### src/rtl/fetch_unit.sv
// Instruction fetch stage: holds the PC, fetches one word at a time over req/ack and
// presents it until retired. Optional perf counters are enabled with FETCH_PERF_EN.
module fetch_unit #(
  parameter int                ADDR_W   = 32,
  parameter logic [ADDR_W-1:0] RESET_PC = '0
) (
  input  logic              clk,
  input  logic              rst,
  output logic              imem_req,
  output logic [ADDR_W-1:0] imem_addr,
  input  logic              imem_ack,
  input  logic [31:0]       imem_rdata,
  output logic              instr_valid,
  input  logic              instr_ready,
  output logic [31:0]       instr,
  output logic [3:0]        cond,
  output logic [1:0]        op,
  output logic [5:0]        funct,
  output logic [3:0]        rd,
  output logic [ADDR_W-1:0] pc,
  output logic [ADDR_W-1:0] pc_plus4,
  output logic [ADDR_W-1:0] pc_plus8,
  input  logic              pc_src,
  input  logic [ADDR_W-1:0] branch_target
`ifdef FETCH_PERF_EN
  ,
  output logic [31:0]       perf_retired,
  output logic [31:0]       perf_stall
`endif
);

  typedef enum logic [1:0] {
    IDLE  = 2'd0,
    FETCH = 2'd1,
    VALID = 2'd2
  } state_t;

  state_t            state;
  state_t            state_nxt;
  logic              fire;
  logic              take_ack;
  logic [ADDR_W-1:0] target_aligned;
  logic [ADDR_W-1:0] pc_nxt;

  function automatic logic [31:0] sat_inc(input logic [31:0] v);
    return (v == 32'hFFFF_FFFF) ? v : v + 32'd1;
  endfunction

  always_ff @(posedge clk or negedge rst) begin
    if (!rst) state <= IDLE;
    else      state <= state_nxt;
  end

  always_comb begin
    state_nxt = state;
    case (state)
      IDLE:    state_nxt = FETCH;
      FETCH:   if (imem_ack) state_nxt = VALID;
      VALID:   if (instr_ready) state_nxt = FETCH;
      default: state_nxt = IDLE;
    endcase
  end

  always_comb begin
    imem_req    = (state == FETCH);
    instr_valid = (state == VALID);
  end

  assign fire           = instr_valid & instr_ready;
  assign take_ack       = (state == FETCH) & imem_ack;
  // Branch targets are forced to word alignment rather than faulting.
  assign target_aligned = branch_target & ~ADDR_W'(3);
  assign pc_nxt         = pc_src ? target_aligned : pc_plus4;

  always_ff @(posedge clk or negedge rst) begin
    if (!rst) begin
      pc    <= RESET_PC;
      instr <= 32'd0;
    end else begin
      if (take_ack) instr <= imem_rdata;
      if (fire)     pc    <= pc_nxt;
    end
  end

  assign imem_addr = pc;
  assign pc_plus4  = pc + ADDR_W'(4);
  assign pc_plus8  = pc + ADDR_W'(8);
  assign cond      = instr[31:28];
  assign op        = instr[27:26];
  assign funct     = instr[25:20];
  assign rd        = instr[15:12];

`ifdef FETCH_PERF_EN
  always_ff @(posedge clk or negedge rst) begin
    if (!rst) begin
      perf_retired <= 32'd0;
      perf_stall   <= 32'd0;
    end else begin
      if (fire)                         perf_retired <= sat_inc(perf_retired);
      if ((state == FETCH) && !imem_ack) perf_stall  <= sat_inc(perf_stall);
    end
  end
`else
  // Counters are compiled out; the helper stays to keep one definition of saturation.
  logic [31:0] unused_sat;
  assign unused_sat = sat_inc(32'd0);
`endif

endmodule
### config.mk
export PLATFORM = sky130hd
export DESIGN_NAME = fetch_unit
export DESIGN_NICKNAME = d
export VERILOG_FILES = /design/src/rtl/fetch_unit.sv
export SDC_FILE = /design/constraint.sdc
export NUM_CORES = 1
export LEC_CHECK = 0
export ABC_CLOCK_PERIOD_IN_PS = 3500
export CAP_MARGIN = 15
export CORE_AREA = 4 4 95 97
export DETAILED_ROUTE_END_ITERATION = 12
export DIE_AREA = 0 0 99 101
export DONT_BUFFER_PORTS = 1
export MAX_ROUTING_LAYER = met4
export PLACE_DENSITY_LB_ADDON = 0.08
export SYNTH_ARGS = -nofsm -noshare
export SYNTH_HDL_FRONTEND = slang
export SYNTH_SLANG_ARGS = --single-unit
### constraint.sdc
create_clock -name clk -period 3.5 [get_ports clk]
set_input_delay 0 -clock clk [delete_from_list [all_inputs] [get_ports clk]]
set_output_delay 0 -clock clk [all_outputs]
set_load 0.01 [all_outputs]
==> impl_metrics.toml <==
[setup_path]
worstPathRequired_ns = 3.50
cp-start-kind = "flop"
end_kind = "output port"
critical_path.endpoint = "pc_plus8[23]"
ff2ff_setup_slack_ns = 1.00
crit_fanout = 10
crit_path_start = "imem_addr[4]$_DFFE_PN0N_"
path_class = "flop to output port"
arrival_ns = 2.79
r2r_start = "imem_addr[4]$_DFFE_PN0N_"
r2r-end = "imem_addr[25]$_DFFE_PN0N_"
reg2regPathDepth = 5

[layout]
layout.nets = 583
syn2layout_area_growth_pct = 12.0
num_antenna_cells = 0
final_common_cell = "dlygate4sd3_1"
fillers = 667
final_cell_mix = "dlygate4sd3_1, dfrtp_1, xnor2_1"
drive_gt1_share_pct = 14.7
design_area_sq_um = 5250

[yosys]
yosysWarningCount = 0
syn_inst = 518
netlist_area_sq_um = 4680
yosysUniqueCellTypes = 49
ys_seq_area_share_pct = 34.2
ys_ff_latch = 64
postSynthAreaPerCell_sq_um = 9.04

[clock_network]
clock-sinks = 64
cts_resized = 0
clock-root-buffer = "clkbuf_8"
clk_path_buf_depth = 2
path_clk_slew_ns = 0.08
cts_buffers = 9
cts_tree = "built"
holdBufCountCts = 68
htreeDepth = 3
post_cts_buffers = 0
clock_latency_ns = 0.34

[grt]
antenna_found_initial = 0
overflow = 0
grt_pass1_wl_microns = 21000
grt_usage_pct = 27.4
grt_pass1_vias = 3758
grt_max_degree = 69

[sta]
drv_slew = 0
fmaxAchievable_ghz = 0.359
setup_violations = 0
min_period_ns = 2.79
whs_ns = 0.0987
finalSetupTns_ns = 0
worst_pin_slew_ns = 0.794
final_hold_viol_count = 0
rsz0062_at_grt = "false"
relSlewSlack_pct = 46.6
fin_worst_skew_ns = 0.00659
fin_crit_sh_pct = 79.6

[floorplanning]
dieArea_sq_um = 10000
ios = 247
die_w_microns = 99
fp-row-count = 33
core_area_sq_um = 8130
start_util_pct = 57.6
chipHeight_microns = 101

[power]
powerDensity_nw_per_um2 = 783
ir_drop_mv = 0.423
p_leak_nw = 2.10

[place]
numPortBuffers = 0
dpl_cell_area_sq_um = 4280
place_congestion = 0.813
hpwl_microns = 9020

[drt]
vias = 3818
wl_per_cell_microns = 21.8
drtIter0Drc = 259
drc = 0
firstDrtPassIters = 6
routed_wl_microns = 13500
antenna_left = 0
vias_per_cell = 6.14

[run_status]
status = "finished, final reports clean"

[worst_hold_path]
worst_hold_path_type = "input pin to flop"

[run]
drv_cap = 0
## cell usage after synthesis (all sizes together)
library cell / instances / area share [%]
buf: 76 / 11
dfrtp: 64 / 34
xnor2: 36 / 6.7
nor2: 35 / 2.9
mux2: 32 / 7.7
nand2: 31 / 2.5
nor3: 25 / 3.7
nand3: 23 / 2.5
nand4: 23 / 3.8
clkbuf: 21 / 1.7
inv: 20 / 1.6
o21ai: 18 / 1.9
xor2: 18 / 3.4
a31oi: 12 / 1.6
a21oi: 11 / 1.2
a211o: 9 / 1.7
nor4: 9 / 2.5
a22oi: 8 / 1.3
o2bb2ai: 8 / 1.5
o211ai: 6 / 0.96
and4: 4 / 0.75
nor2b: 3 / 0.40
o21a: 3 / 0.48
or3: 3 / 0.40
a311o: 2 / 0.43
and3: 2 / 0.27
ha: 2 / 0.53
nor3b: 2 / 0.32
o22ai: 2 / 0.27
a22o: 1 / 0.19
a2bb2oi: 1 / 0.19
and3b: 1 / 0.19
and4bb: 1 / 0.27
conb: 1 / 0.080
mux2i: 1 / 0.21
nand3b: 1 / 0.16
o22a: 1 / 0.19
o311ai: 1 / 0.19
or2: 1 / 0.13
## cells by family (layout without fill, tap and decap cells)
kind of cell / count (synthesis) / in the layout / synth area share [%]
DFF: 64 / 64 / 34.2
xor gates and xnor gates: 54 / 54 / 10.1
AOI/OAI and AO/OA: 83 / 83 / 12.0
muxes: 33 / 33 / 7.91
buffers and inverters: 117 / 109 / 14.5
and+or+nand+nor: 164 / 164 / 20.7
adders and majority gates: 2 / 2 / 0.534
other: 1 / 8 / 0.0801
## registers in the layout, indices dropped and copies added (netlist names)
name and cells:
state 2, instr 32, imem_addr 30
## critical path: stages, from the launching register on
cell	delay, ns
dfrtp_1	0.61
ha_1	0.48
inv_1	0.12
nor4_1	0.72
nand2_1	0.16
xnor2_1	0.34
## report_power, final
part | internal, mW | switching (mW)
sequential | 1.05 | 0.872
combinational | 0.609 | 0.768
clock | 0.496 | 0.310
total | 2.16 | 1.95
## routing by layer
metal,wire length (microns),GRT usage [%]
met5,0,-
met3,1040,6.23
met2,7050,47.8
met4,215,7.77
met1,5230,31.8
## through the flow
step	cells	setup slack [ns]	util, %	power, mW
6_report	622	0.713	64.5	4.11
2_1_floorplan	525	1.59	-	3.20
3_5_place_dp	538	1.02	52.6	3.20
3_3_place_gp	538	1.04	52.6	3.15
5_1_grt	622	0.517	64.5	4.36
4_1_cts	622	0.699	64.5	4.11
## layout make-up
class	count	area [sq um]	share of cell area, %
multi-input cells	344	2430	46.4
flip-flops and latches	64	1600	30.5
repair buffers	73	753	14.4
clock buffers	10	138	2.62
well taps	105	131	2.50
clock inverters	6	115	2.19
inverters	20	75.1	1.43
## how the worst min path moves through the flow
stage / startpoint / end / slack [ns] / cells past startpoint
2_1_floorplan: rst / imem_addr[10]$_DFFE_PN0N_ / -0.30 / 0
3_3_place_gp: rst / imem_addr[2]$_DFFE_PN0N_ / -0.29 / 0
3_5_place_dp: rst / imem_addr[2]$_DFFE_PN0N_ / -0.29 / 0
4_1_cts: pc_src / imem_addr[23]$_DFFE_PN0N_ / 0.1 / 3
5_1_grt: pc_src / imem_addr[23]$_DFFE_PN0N_ / 0.12 / 3
6_report: pc_src / imem_addr[23]$_DFFE_PN0N_ / 0.1 / 3
No activity file was read; power rests on OpenSTA's default activity.
